`config.mk`:
```
export PLATFORM = sky130hd
export DESIGN_NAME = cpu_mem_responder
export DESIGN_NICKNAME = d
export VERILOG_FILES = /design/src/rtl/mem_map_pkg.sv /design/src/rtl/mmio_regfile.sv /design/src/rtl/cpu_mem_responder.sv
export SDC_FILE = /design/constraint.sdc
export NUM_CORES = 1
export LEC_CHECK = 0
export ABC_CLOCK_PERIOD_IN_PS = 4400
export CAP_MARGIN = 0
export CORE_MARGIN = 2
export CORE_UTILIZATION = 36
export CTS_BUF_LIST = sky130_fd_sc_hd__clkbuf_4 sky130_fd_sc_hd__clkbuf_8 sky130_fd_sc_hd__clkbuf_16
export DETAILED_ROUTE_END_ITERATION = 12
export GPL_TIMING_DRIVEN = 1
export PLACE_DENSITY = 0.72
export SYNTH_ARGS = -nofsm -noshare
export SYNTH_HDL_FRONTEND = slang
export SYNTH_SLANG_ARGS = --single-unit
```
`constraint.sdc`:
```
create_clock -name clock -period 4.4 [get_ports clock]
set_input_delay 0.88 -clock clock [delete_from_list [all_inputs] [get_ports clock]]
set_output_delay 0.88 -clock clock [all_outputs]
set_load 0.01 [all_outputs]
```
`src/rtl/mem_map_pkg.sv`:
```
// Shared memory map for the CPU memory responder: MMIO window base, register
// offsets and the responder state encoding.
package mem_map_pkg;

  localparam logic [15:0] DEF_IO_BASE = 16'hFF00;

  localparam logic [7:0] IO_IN     = 8'd0;
  localparam logic [7:0] IO_OUT    = 8'd1;
  localparam logic [7:0] TIMER     = 8'd2;
  localparam logic [7:0] TIMER_CLR = 8'd3;

  typedef enum logic [1:0] {
    ST_IDLE = 2'd0,
    ST_MEM  = 2'd1,
    ST_WAIT = 2'd2,
    ST_RESP = 2'd3
  } resp_state_t;

endpackage

```
`src/rtl/mmio_regfile.sv`:
```
// MMIO register file: switch synchroniser, LED output register, free-running
// cycle timer and the combinational read mux.
module mmio_regfile
  import mem_map_pkg::*;
(
  input  logic        clock,
  input  logic        reset,
  input  logic [15:0] io_in,
  input  logic        wr_en,
  input  logic [7:0]  offset,
  input  logic [15:0] wdata,
  output logic [15:0] rdata,
  output logic [15:0] io_out
);

  logic [15:0] sync1, sync2, timer;

  always_ff @(posedge clock) begin
    if (!reset) begin
      sync1  <= '0;
      sync2  <= '0;
      io_out <= '0;
      timer  <= '0;
    end else begin
      sync1 <= io_in;
      sync2 <= sync1;
      if (wr_en && offset == IO_OUT) io_out <= wdata;
      // a clear landing on the same edge as an increment wins
      if (wr_en && offset == TIMER_CLR) timer <= '0;
      else                              timer <= timer + 16'd1;
    end
  end

  always_comb begin
    rdata = '0;
    case (offset)
      IO_IN:   rdata = sync2;
      IO_OUT:  rdata = io_out;
      TIMER:   rdata = timer;
      default: rdata = '0;
    endcase
  end

endmodule

```
`src/rtl/cpu_mem_responder.sv`:
```
// Memory-side responder for the multicycle CPU: req/ack handshake in front of
// a single-port synchronous BRAM and a small MMIO window.
module cpu_mem_responder
  import mem_map_pkg::*;
#(
  parameter int          MEM_AW     = 10,
  parameter int          RD_LATENCY = 1,
  parameter logic [15:0] IO_BASE    = DEF_IO_BASE
) (
  input  logic              clock,
  input  logic              reset,
  input  logic              cpu_req,
  input  logic              cpu_we,
  input  logic [15:0]       cpu_addr,
  input  logic [15:0]       cpu_wdata,
  output logic [15:0]       cpu_rdata,
  output logic              cpu_ack,
  output logic              mem_en,
  output logic              mem_we,
  output logic [MEM_AW-1:0] mem_addr,
  output logic [15:0]       mem_wdata,
  input  logic [15:0]       mem_rdata,
  input  logic [15:0]       io_in,
  output logic [15:0]       io_out
);

  localparam logic [1:0] WAIT_LAST = 2'(RD_LATENCY - 1);

  resp_state_t state;
  logic        we_q;
  logic [1:0]  wait_cnt;

  logic        is_io, io_hit, io_wr;
  logic [15:0] io_rel, io_rdata;

  // offsets past the 256-word window read 0 and drop writes
  assign is_io  = cpu_addr >= IO_BASE;
  assign io_rel = cpu_addr - IO_BASE;
  assign io_hit = is_io && (io_rel[15:8] == 8'h00);
  assign io_wr  = (state == ST_IDLE) && cpu_req && io_hit && cpu_we;

  mmio_regfile u_mmio (
    .clock  (clock),
    .reset  (reset),
    .io_in  (io_in),
    .wr_en  (io_wr),
    .offset (io_rel[7:0]),
    .wdata  (cpu_wdata),
    .rdata  (io_rdata),
    .io_out (io_out)
  );

  // mem_addr/mem_wdata double as the request latches for RAM accesses
  always_ff @(posedge clock) begin
    if (!reset) begin
      state     <= ST_IDLE;
      cpu_ack   <= 1'b0;
      cpu_rdata <= '0;
      mem_en    <= 1'b0;
      mem_we    <= 1'b0;
      mem_addr  <= '0;
      mem_wdata <= '0;
      we_q      <= 1'b0;
      wait_cnt  <= '0;
    end else begin
      cpu_ack <= 1'b0;
      mem_en  <= 1'b0;
      mem_we  <= 1'b0;
      case (state)
        ST_IDLE: if (cpu_req) begin
          we_q <= cpu_we;
          if (is_io) begin
            state     <= ST_RESP;
            cpu_ack   <= 1'b1;
            cpu_rdata <= (cpu_we || !io_hit) ? 16'h0000 : io_rdata;
          end else begin
            state     <= ST_MEM;
            mem_en    <= 1'b1;
            mem_we    <= cpu_we;
            mem_addr  <= cpu_addr[MEM_AW-1:0];
            mem_wdata <= cpu_wdata;
          end
        end
        ST_MEM: begin
          wait_cnt <= '0;
          if (we_q) begin
            state     <= ST_RESP;
            cpu_ack   <= 1'b1;
            cpu_rdata <= '0;
          end else begin
            state <= ST_WAIT;
          end
        end
        ST_WAIT: begin
          if (wait_cnt == WAIT_LAST) begin
            state     <= ST_RESP;
            cpu_ack   <= 1'b1;
            cpu_rdata <= mem_rdata;
          end else begin
            wait_cnt <= wait_cnt + 2'd1;
          end
        end
        ST_RESP: state <= ST_IDLE;
        default: state <= ST_IDLE;
      endcase
    end
  end

endmodule

```
== Word-level counts from Yosys, hierarchy flattened ==
Cells that the tools add are included.
Word-level totals
  flip-flop bits (word level): 114
  input bits: 68
  output and inout bits: 61
  logic and storage cells: 74
Cells by class
  muxes and demuxes: 20
  equal/unequal tests: 11
  reduce and logical (&&, ||, !) cells: 22
  add/sub/neg operators: 3
  magnitude comparators: 1
  bitwise logic cells: 4
Operators with widths (number)
  $pmux W16 S3: 2
  $mux W16: 5
  $add A16 B1 Y16 const B: 1
  $eq A8 B2 Y1 const B: 2
  $ge A16 B16 Y1 const B: 1
  $logic_not A8 Y1: 2
  $sub A16 B16 Y16 const B: 1
  $ne A2 B2 Y1 const B: 5
  $eq A8 B1 Y1 const B: 1
  $mux W2: 4
  $pmux W2 S4: 1
  $logic_and A1 B1 Y1: 6
  $mux W1: 6
  $reduce_and A2 Y1: 3
  $reduce_and A3 Y1: 2
  $reduce_and A5 Y1: 1
  $eq A2 B2 Y1 const B: 2
  $logic_not A2 Y1: 2
  $not A1 Y1: 4
  $pmux W2 S2: 1
  $reduce_or A4 Y1: 1
  $pmux W1 S3: 1
  $reduce_bool A3 Y1: 1
  $add A2 B1 Y2 const B: 1
  other kinds (5): 5

== Longest topological paths before layout ==
Gate-level depths: netlist of the first run.
  word-level depth: 9
  mapped depth: 8
  depth with buffers taken out: 6

== Hierarchy ==
From an unflattened synthesis of the first run, not the netlist that was laid out.
Second synthesis, totals
  cells, all modules: 506
  area, all modules: 4724.5 µm²
Modules (own cells, without submodules)
  mmio_regfile: sequential area each 1281.2 µm², area each 2570.0 µm², times used 1, cells each 291
  cpu_mem_responder: sequential area each 1001.0 µm², area each 2154.6 µm², times used 1, cells each 215

== Worst setup path before layout of the first run ==
Ideal clock, no wire load.
  path kind: input to register
  start point: in cpu_addr[2]
  end point: reg u_mmio.timer[10]
  data required time: 4.285 ns
  buffers on the path: 1
  setup time: 0.115 ns
  path slack: 2.352 ns
  cell stages on the path: 5
  arrival: 1.933 ns
  cell sequence: nor4_4 -> nand3_2 -> o41ai_4 -> buf_6 -> nor2_1
Between the ends
  longest elaborated chain between the ends: 7
  elaborated cells on any way between the ends: 9
  those cells by class: add/sub (1); order compare (1); eq/ne (1); reduce/logical (6)
RTL lines
  from (decl): line cpu_mem_responder.sv:14  | input logic [15:0] cpu_addr,
  $sub A16 B16 Y16: line cpu_mem_responder.sv:38  | assign io_rel = cpu_addr - IO_BASE;
  $logic_not A8 Y1: line cpu_mem_responder.sv:39  | assign io_hit = is_io && (io_rel[15:8] == 8'h00);
  $logic_and A1 B1 Y1: line cpu_mem_responder.sv:39
  $logic_and A1 B1 Y1 (2 in series): line cpu_mem_responder.sv:40  | assign io_wr = (state == ST_IDLE) && cpu_req && io_hit && cpu_we;
  $logic_and A1 B1 Y1 *: line mmio_regfile.sv:29  | if (wr_en && offset == TIMER_CLR) timer <= '0;
  $reduce_or A2 Y1 (no line) *
  to (signal assigned): line mmio_regfile.sv:30  | else timer <= timer + 16'd1;
  to (decl): line mmio_regfile.sv:16  | logic [15:0] sync1, sync2, timer;
Mark *: on every way between the ends. The rest lies on a longest branch, timed or not.
A chain may end at the register's enable or synchronous reset.

== Worst setup path after layout of the first run ==
  start point: in cpu_req
  end point: reg cpu_rdata[5]
Between the ends
  longest elaborated chain between the ends: 2
RTL lines
  from (decl): line cpu_mem_responder.sv:12  | input logic cpu_req,
  $ne A2 B2 Y1 (no line)
  $reduce_and A5 Y1 (no line)
  to (signal assigned): line cpu_mem_responder.sv:75  | cpu_rdata <= (cpu_we || !io_hit) ? 16'h0000 : io_rdata;
  to (signal assigned): line cpu_mem_responder.sv:98  | cpu_rdata <= mem_rdata;
  to (decl): line cpu_mem_responder.sv:16  | output logic [15:0] cpu_rdata,
Every way passes these cells.

==> results of run 1 <==
## state kept, by name (all words and copies together), names as in the netlist, 2 cells and up
name,flops
wait_cnt,2
u_mmio.sync2,16
u_mmio.io_out,16
mem_addr,10
u_mmio.sync1,16
u_mmio.timer,16
cpu_rdata,16
mem_wdata,16
state,2
## critical path, delay by kind of cell
kind | cells | cell delay (ps)
compound gates | 2 | 990
simple gates | 2 | 700
buf+inv | 1 | 560
## logic make-up after synthesis
group / after synthesis / share of synthesized area, %
mux: 42 / 8.90
compound gates: 115 / 17.5
simple gates: 146 / 16.4
fa+ha+maj: 6 / 1.59
flops: 114 / 48.3
buf+inv: 44 / 5.32
xor+xnor: 11 / 2.04
## layer usage
layer	part of all wire, %	vias up
li1	-	1956
met1	44	1933
met2	45	153
met3	7.1	38
met4	3.4	0
met5	0	-
## per-stage QoR
step | power (mW) | cells | util [%] | setup slack, ps | instance area (um2)
after floorplan | 1.83 | 478 | - | 2350 | 4730
after global placement | 2.14 | 746 | 47.4 | 1220 | 6030
after detailed placement | 2.18 | 746 | 47.4 | 1110 | 6030
after CTS | 3.58 | 777 | 52.2 | 1520 | 6640
after global routing | 3.72 | 777 | 52.2 | 1320 | 6640
final | 3.56 | 777 | 52.2 | 1490 | 6640
## cell usage after synthesis (10+ instances only)
library cell,number,area [um2]
sky130_fd_sc_hd__a211oi_1,17,128
sky130_fd_sc_hd__a21oi_1,36,180
sky130_fd_sc_hd__a32oi_1,17,149
sky130_fd_sc_hd__and2_1,36,225
sky130_fd_sc_hd__buf_4,10,75.1
sky130_fd_sc_hd__clkbuf_1,12,45.0
sky130_fd_sc_hd__dfxtp_1,114,2280
sky130_fd_sc_hd__mux2i_1,42,420
sky130_fd_sc_hd__nand2_1,12,45.0
sky130_fd_sc_hd__nand3_1,22,110
sky130_fd_sc_hd__nor2_1,46,173
sky130_fd_sc_hd__o21ai_0,18,90.1
sky130_fd_sc_hd__o2bb2ai_1,16,140
## final cells by class
cell class,count,area [um2]
sequential,114,2280
tap,172,215
timing repair buffer,132,1310
inverter,8,30.0
clock inverter,12,156
fill,1153,6080
clock buffer,19,453
multi-input combinational,320,2190
## power by group through the flow
| stage | combinational, mW | sequential [mW] | clock [mW] |
|---|---|---|---|
| after floorplan | 0.515 | 1.32 | 0 |
| after CTS | 0.905 | 1.26 | 1.42 |
| after global routing | 0.980 | 1.27 | 1.47 |
| final | 0.906 | 1.26 | 1.40 |
| after detailed placement | 0.899 | 1.28 | 0 |
| after global placement | 0.868 | 1.27 | 0 |
## path summary, 6_finish.rpt
check	end	cells after the start
worst max-delay path	cpu_rdata[5]	5
worst max register to register	cpu_rdata[5]	6
worst min-delay path	u_mmio.sync2[15]	1
worst min register to register	u_mmio.sync2[15]	1
==> out/qor.yml, run 1 <==
p_leak_nw: 2.50
wl_per_cell_um: 16.8
grt-busiest-layer: "met2"
seq_power_share_pct: 35.3
setup_total_negative_slack_ps: 0
drt_pass1_iterations: 5
maximum_number_of_pins_on_one_net_before_global_route_repair: 65
global_route.overflow_total: 0
fmax_mhz: 343
antenna_cells_inserted: 0
first_global_vias: 4011
layout-drive-gt1-share_pct: 7.44
pins_over_slew_limit: 0
final_common_cell: "sky130_fd_sc_hd__clkdlybuf4s50_1"
ctsHoldBuffers: 0
wl_um: 13000
cell_internal_pwr_mw: 2.55
crit_path_start: "cpu_req"
mostFrequentLayoutCells: "sky130_fd_sc_hd__clkdlybuf4s50_1, sky130_fd_sc_hd__dfxtp_1, sky130_fd_sc_hd__nor2_1"
vias_per_cell: 5.25
timing.max_cap.violations: 0
switching_power_mw: 1.02
drt_first_iter_violations: 326
clock_tree.htree_level_count: 4
routabilityCongestion: 0.832
data_required_time_at_the_worst_endpoint_ps: 4630
fp.coreArea_mm2: 0.0127
grt_usage_pct: 18.7
die_area_mm2: 0.0141
critical_path_cell_with_the_highest_stage_delay: "sky130_fd_sc_hd__a2111oi_4"
worstReg2RegStart: "state[0]"
grt_antenna_before_repair: 0
cts.root.buffer_cell: "sky130_fd_sc_hd__clkbuf_16"
final.hold.worst_slack_ps: 433
ff2ff_setup_slack_ps: 1620
worstPathCellList: "clkdlybuf4s50_1 -> nor2b_4 -> a2111oi_4 -> and2_1 -> a211oi_1"
die_height_um: 119
globalRouteMet2Util_pct: 28.9
ys_seq_area_share_pct: 48.3
syn2layout_area_growth_pct: 40.5
hold_path.startpoint: "u_mmio.sync1[15]"
grt_first_pass_wirelength_um: 20700
timing.final.hold_violations: 0
share_comb_of_total_power_pct: 25.4
slew-limit-headroom_pct: 28.0
cp.arrival_ps: 3140
synth_cells: 478
cp_max_fo: 17
worstSetupPathType: "primary input to register"
ant_nets: 0
status: "completed"
finalSetupViolations: 0
floorplan.die.width_um: 119
final.setup_skew_ps: 7.50
max-clock-path-buffers: 2
grtUsageMet3_pct: 4.73
share_clk_of_total_power_pct: 39.3
peakVddDrop_mv: 0.243
power_per_cell_area_mw_per_mm2: 537
post-dp-hpwl_um: 9290
clk_latency_ps: 410
groute.layer.met1.usage_pct: 24.0
numPortBuffers: 128
ys.flop_type: "sky130_fd_sc_hd__dfxtp_1"
timing.critical_path.slowest_cell_delay_ps: 810
synth-edff-count: 0
synth.lib_cells_used.distinct: 43
power_switching_share_pct: 28.5
synth-seq-cells: 114
drc_errors: 0
floorplan.initialDensity_pct: 37.1
yosysWarnings: 0
tritoncts: "built"
fin_crit_sh_pct: 66.2
synth-async-reset-ratio_pct: 0
boundaryPins: 129
cts_resized: 0
finalNetCount: 667
syn-cell-area_mm2: 0.00473
rows: 41
clk_pin_slew_ps: 50
hold_class: "register to register"
syn_avg_cell_area_um2: 9.89
worst_slew_pin_slew_ps: 1080
critical_path.endpoint_type: "register"
postSynthNetCount: 552
startpoint_type: "primary input"
grt_setup_unrepaired: "no"
vias: 4080
number_of_cts_inserted_buffers: 17
cts_setup_buffers: 0
fin_crit_ps: 2910
cts_sinks: 114
Power figures use the tool's default switching activity.
==> run 2: changes to the inputs <==
--- a/config.mk
+++ b/config.mk
@@ -5,7 +5,7 @@
 export SDC_FILE = /design/constraint.sdc
 export NUM_CORES = 1
 export LEC_CHECK = 0
-export ABC_CLOCK_PERIOD_IN_PS = 4400
+export ABC_CLOCK_PERIOD_IN_PS = 2700
 export CAP_MARGIN = 0
 export CORE_MARGIN = 2
 export CORE_UTILIZATION = 36
==> constraint.sdc (replaced) <==
create_clock -name clock -period 2.7 [get_ports clock]
set_input_delay 0.54 -clock clock [delete_from_list [all_inputs] [get_ports clock]]
set_output_delay 0.54 -clock clock [all_outputs]
set_load 0.01 [all_outputs]
==> out/qor.yml, run 2 (synthesized netlist as in run 1, its figures left out) <==
vias: 4115  # was 4080
clock_tree.htree_level_count: 4  # unchanged
fp.coreArea_mm2: 0.0127  # unchanged
clk_latency_ps: 410  # about the same
clk_pin_slew_ps: 60  # was 50 ps
rows: 41  # unchanged
die_height_um: 119  # unchanged
fin_crit_ps: 2160
cts_resized: 0  # unchanged
post-dp-hpwl_um: 9710  # was 9290 um
final_cell_count_no_fill: 789  # was 777
max-clock-path-buffers: 2  # unchanged
worst_slew_pin_slew_ps: 660  # was 1080 ps
final_critical_path_setup_slack_ps: 538  # was 1490 ps
layout-drive-gt1-share_pct: 9.24  # was 7.44%
number_of_cts_inserted_buffers: 17  # unchanged
ctsHoldBuffers: 0  # unchanged
numPortBuffers: 128  # unchanged
drt_pass1_iterations: 7  # was 5
global_route.overflow_total: 0  # unchanged
final.setup_skew_ps: 7.26  # was 7.50 ps
worstSetupPathType: "register to register"  # was primary input to register
drc_errors: 0  # unchanged
wl_per_cell_um: 16.7  # was 16.8 um
ant_nets: 0  # unchanged
seq_power_share_pct: 35.2  # was 35.3%
tritoncts: "built"  # unchanged
status: "completed"  # unchanged
grt_first_pass_wirelength_um: 21100  # was 20700 um
place_area_mm2: 0.00613  # was 0.00603 mm2
ff2ff_path_depth: 6  # unchanged
setup_total_negative_slack_ps: 0  # unchanged
max_used_layer: "met4"  # unchanged
syn2layout_area_growth_pct: 42.3  # was 40.5%
wl_met1_um: 5840  # was 5760 um
cp_max_fo: 16  # was 17
drt_first_iter_violations: 369  # was 326
power.total_mw: 5.82  # was 3.56 mW
worst_setup_slack_post_dpl_ps: 287  # was 1110 ps
grt_usage_pct: 18.8  # was 18.7%
timing.max_cap.violations: 0  # unchanged
fin_crit_sh_pct: 80.1
peakVddDrop_mv: 0.475  # was 0.243 mV
power_switching_share_pct: 29.8  # was 28.5%
hold_path.startpoint: "u_mmio.sync1[4]"  # was u_mmio.sync1[15]
holdPathStages: 1  # unchanged
pins_over_slew_limit: 0  # unchanged
slew-limit-headroom_pct: 56.0  # was 28.0%
timing.final.hold_violations: 0  # unchanged
floorplan.die.width_um: 119  # unchanged
layout.filler_cells: 1181  # was 1153
worstReg2RegStart: "state[0]"  # unchanged
share_clk_of_total_power_pct: 38.7  # was 39.3%
finalNetCount: 678  # was 667
vias_per_cell: 5.22  # was 5.25
routed-wl-met2_um: 6250  # was 5910 um
post_route_cell_area_mm2: 0.00672  # was 0.00664 mm2
cts.root.buffer_cell: "sky130_fd_sc_hd__clkbuf_16"  # unchanged
mostFrequentLayoutCells: "sky130_fd_sc_hd__clkdlybuf4s50_1, sky130_fd_sc_hd__dfxtp_1, sky130_fd_sc_hd__nor2_1"  # unchanged
share_comb_of_total_power_pct: 26.1  # was 25.4%
p_leak_nw: 2.56  # was 2.50 nW
finish.utilization_pct: 52.8  # was 52.2%
cts_sinks: 114  # unchanged
ff2ff_setup_slack_ps: 540  # was 1620 ps
data_required_time_at_the_worst_endpoint_ps: 2950  # was 4630 ps
hold_class: "register to register"  # unchanged
power_per_cell_area_mw_per_mm2: 865  # was 537 mW/mm2
dp.cells: 757  # was 746
routabilityCongestion: 0.804  # was 0.832
startpoint_type: "register"  # was primary input
wl_um: 13200  # was 13000 um
boundaryPins: 129  # unchanged
maximum_number_of_pins_on_one_net_before_global_route_repair: 31  # was 65
cts_setup_buffers: 0  # unchanged
first_global_vias: 3996  # was 4011
finalSetupViolations: 0  # unchanged
grt_setup_unrepaired: "no"  # unchanged
die_area_mm2: 0.0141  # unchanged
cell_internal_pwr_mw: 4.08  # was 2.55 mW
hold_path_end: "u_mmio.sync2[4]"  # was u_mmio.sync2[15]
reg2reg_to: "cpu_rdata[9]"  # was cpu_rdata[5]
critical_path.endpoint_type: "register"  # unchanged
cp.arrival_ps: 2410  # was 3140 ps
switching_power_mw: 1.73  # was 1.02 mW
floorplan.initialDensity_pct: 37.1  # unchanged
grt_antenna_before_repair: 0  # unchanged
wl_met3_um: 933  # was 926 um
final.hold.worst_slack_ps: 433  # about the same
final_common_cell: "sky130_fd_sc_hd__clkdlybuf4s50_1"  # unchanged
antenna_cells_inserted: 0  # unchanged
fmax_mhz: 462
## run 2: cell count changes in the layout (fill, tap and decap cells not counted)
| cell | previous run | this run |
|---|---|---|
| sky130_fd_sc_hd__buf_4 | 4 | 14 |
| sky130_fd_sc_hd__inv_6 | 2 | 6 |
| sky130_fd_sc_hd__clkbuf_8 | 2 | 0 |
| sky130_fd_sc_hd__clkinv_2 | 2 | 0 |
| sky130_fd_sc_hd__buf_12 | 0 | 1 |
| sky130_fd_sc_hd__bufinv_16 | 3 | 2 |
| sky130_fd_sc_hd__clkinv_4 | 1 | 2 |
| sky130_fd_sc_hd__inv_8 | 0 | 1 |
## run 2: layer usage
layer / vias up / global-route usage [%]
li1: 1984 / -
met1: 1956 / 25.1
met2: 162 / 29.9
met3: 13 / 4.49
met4: 0 / 6.32
met5: - / 0
## run 2: power by group through the flow
stage / Sequential (mW) / Combinational, mW / Clock [mW]
2_1_floorplan: 2.14 / 0.839 / 0
3_3_place_gp: 2.07 / 1.47 / 0
3_5_place_dp: 2.08 / 1.51 / 0
4_1_cts: 2.05 / 1.51 / 2.27
5_1_grt: 2.07 / 1.64 / 2.36
6_report: 2.05 / 1.52 / 2.25
## run 2: layout make-up
type,instances,area [um2],share of cell area (%)
flip-flops and latches,114,2280,33.9
multi-input cells,320,2190,32.6
repair buffers,143,1410,20.9
clock buffers,17,425,6.33
well taps,172,215,3.20
clock inverters,15,171,2.55
inverters,8,30.0,0.447
## run 2: how the worst max path moves through the flow
stage / to / depth (start not counted) / start
global placement: cpu_rdata[5] / 5 / cpu_addr[9]
floorplan: cpu_rdata[10] / 8 / state[0]
finish: cpu_rdata[9] / 6 / state[0]
CTS: cpu_rdata[9] / 6 / state[0]
global route: cpu_rdata[7] / 6 / state[0]
detailed placement: cpu_rdata[13] / 5 / cpu_addr[8]
## run 2: critical path: stages (launching register included)
cell and delay (ps):
sky130_fd_sc_hd__dfxtp_1 420, sky130_fd_sc_hd__inv_1 90, sky130_fd_sc_hd__ha_1 290, sky130_fd_sc_hd__nor2b_4 170, sky130_fd_sc_hd__a2111oi_4 300, sky130_fd_sc_hd__and2_1 570, sky130_fd_sc_hd__a211oi_1 160
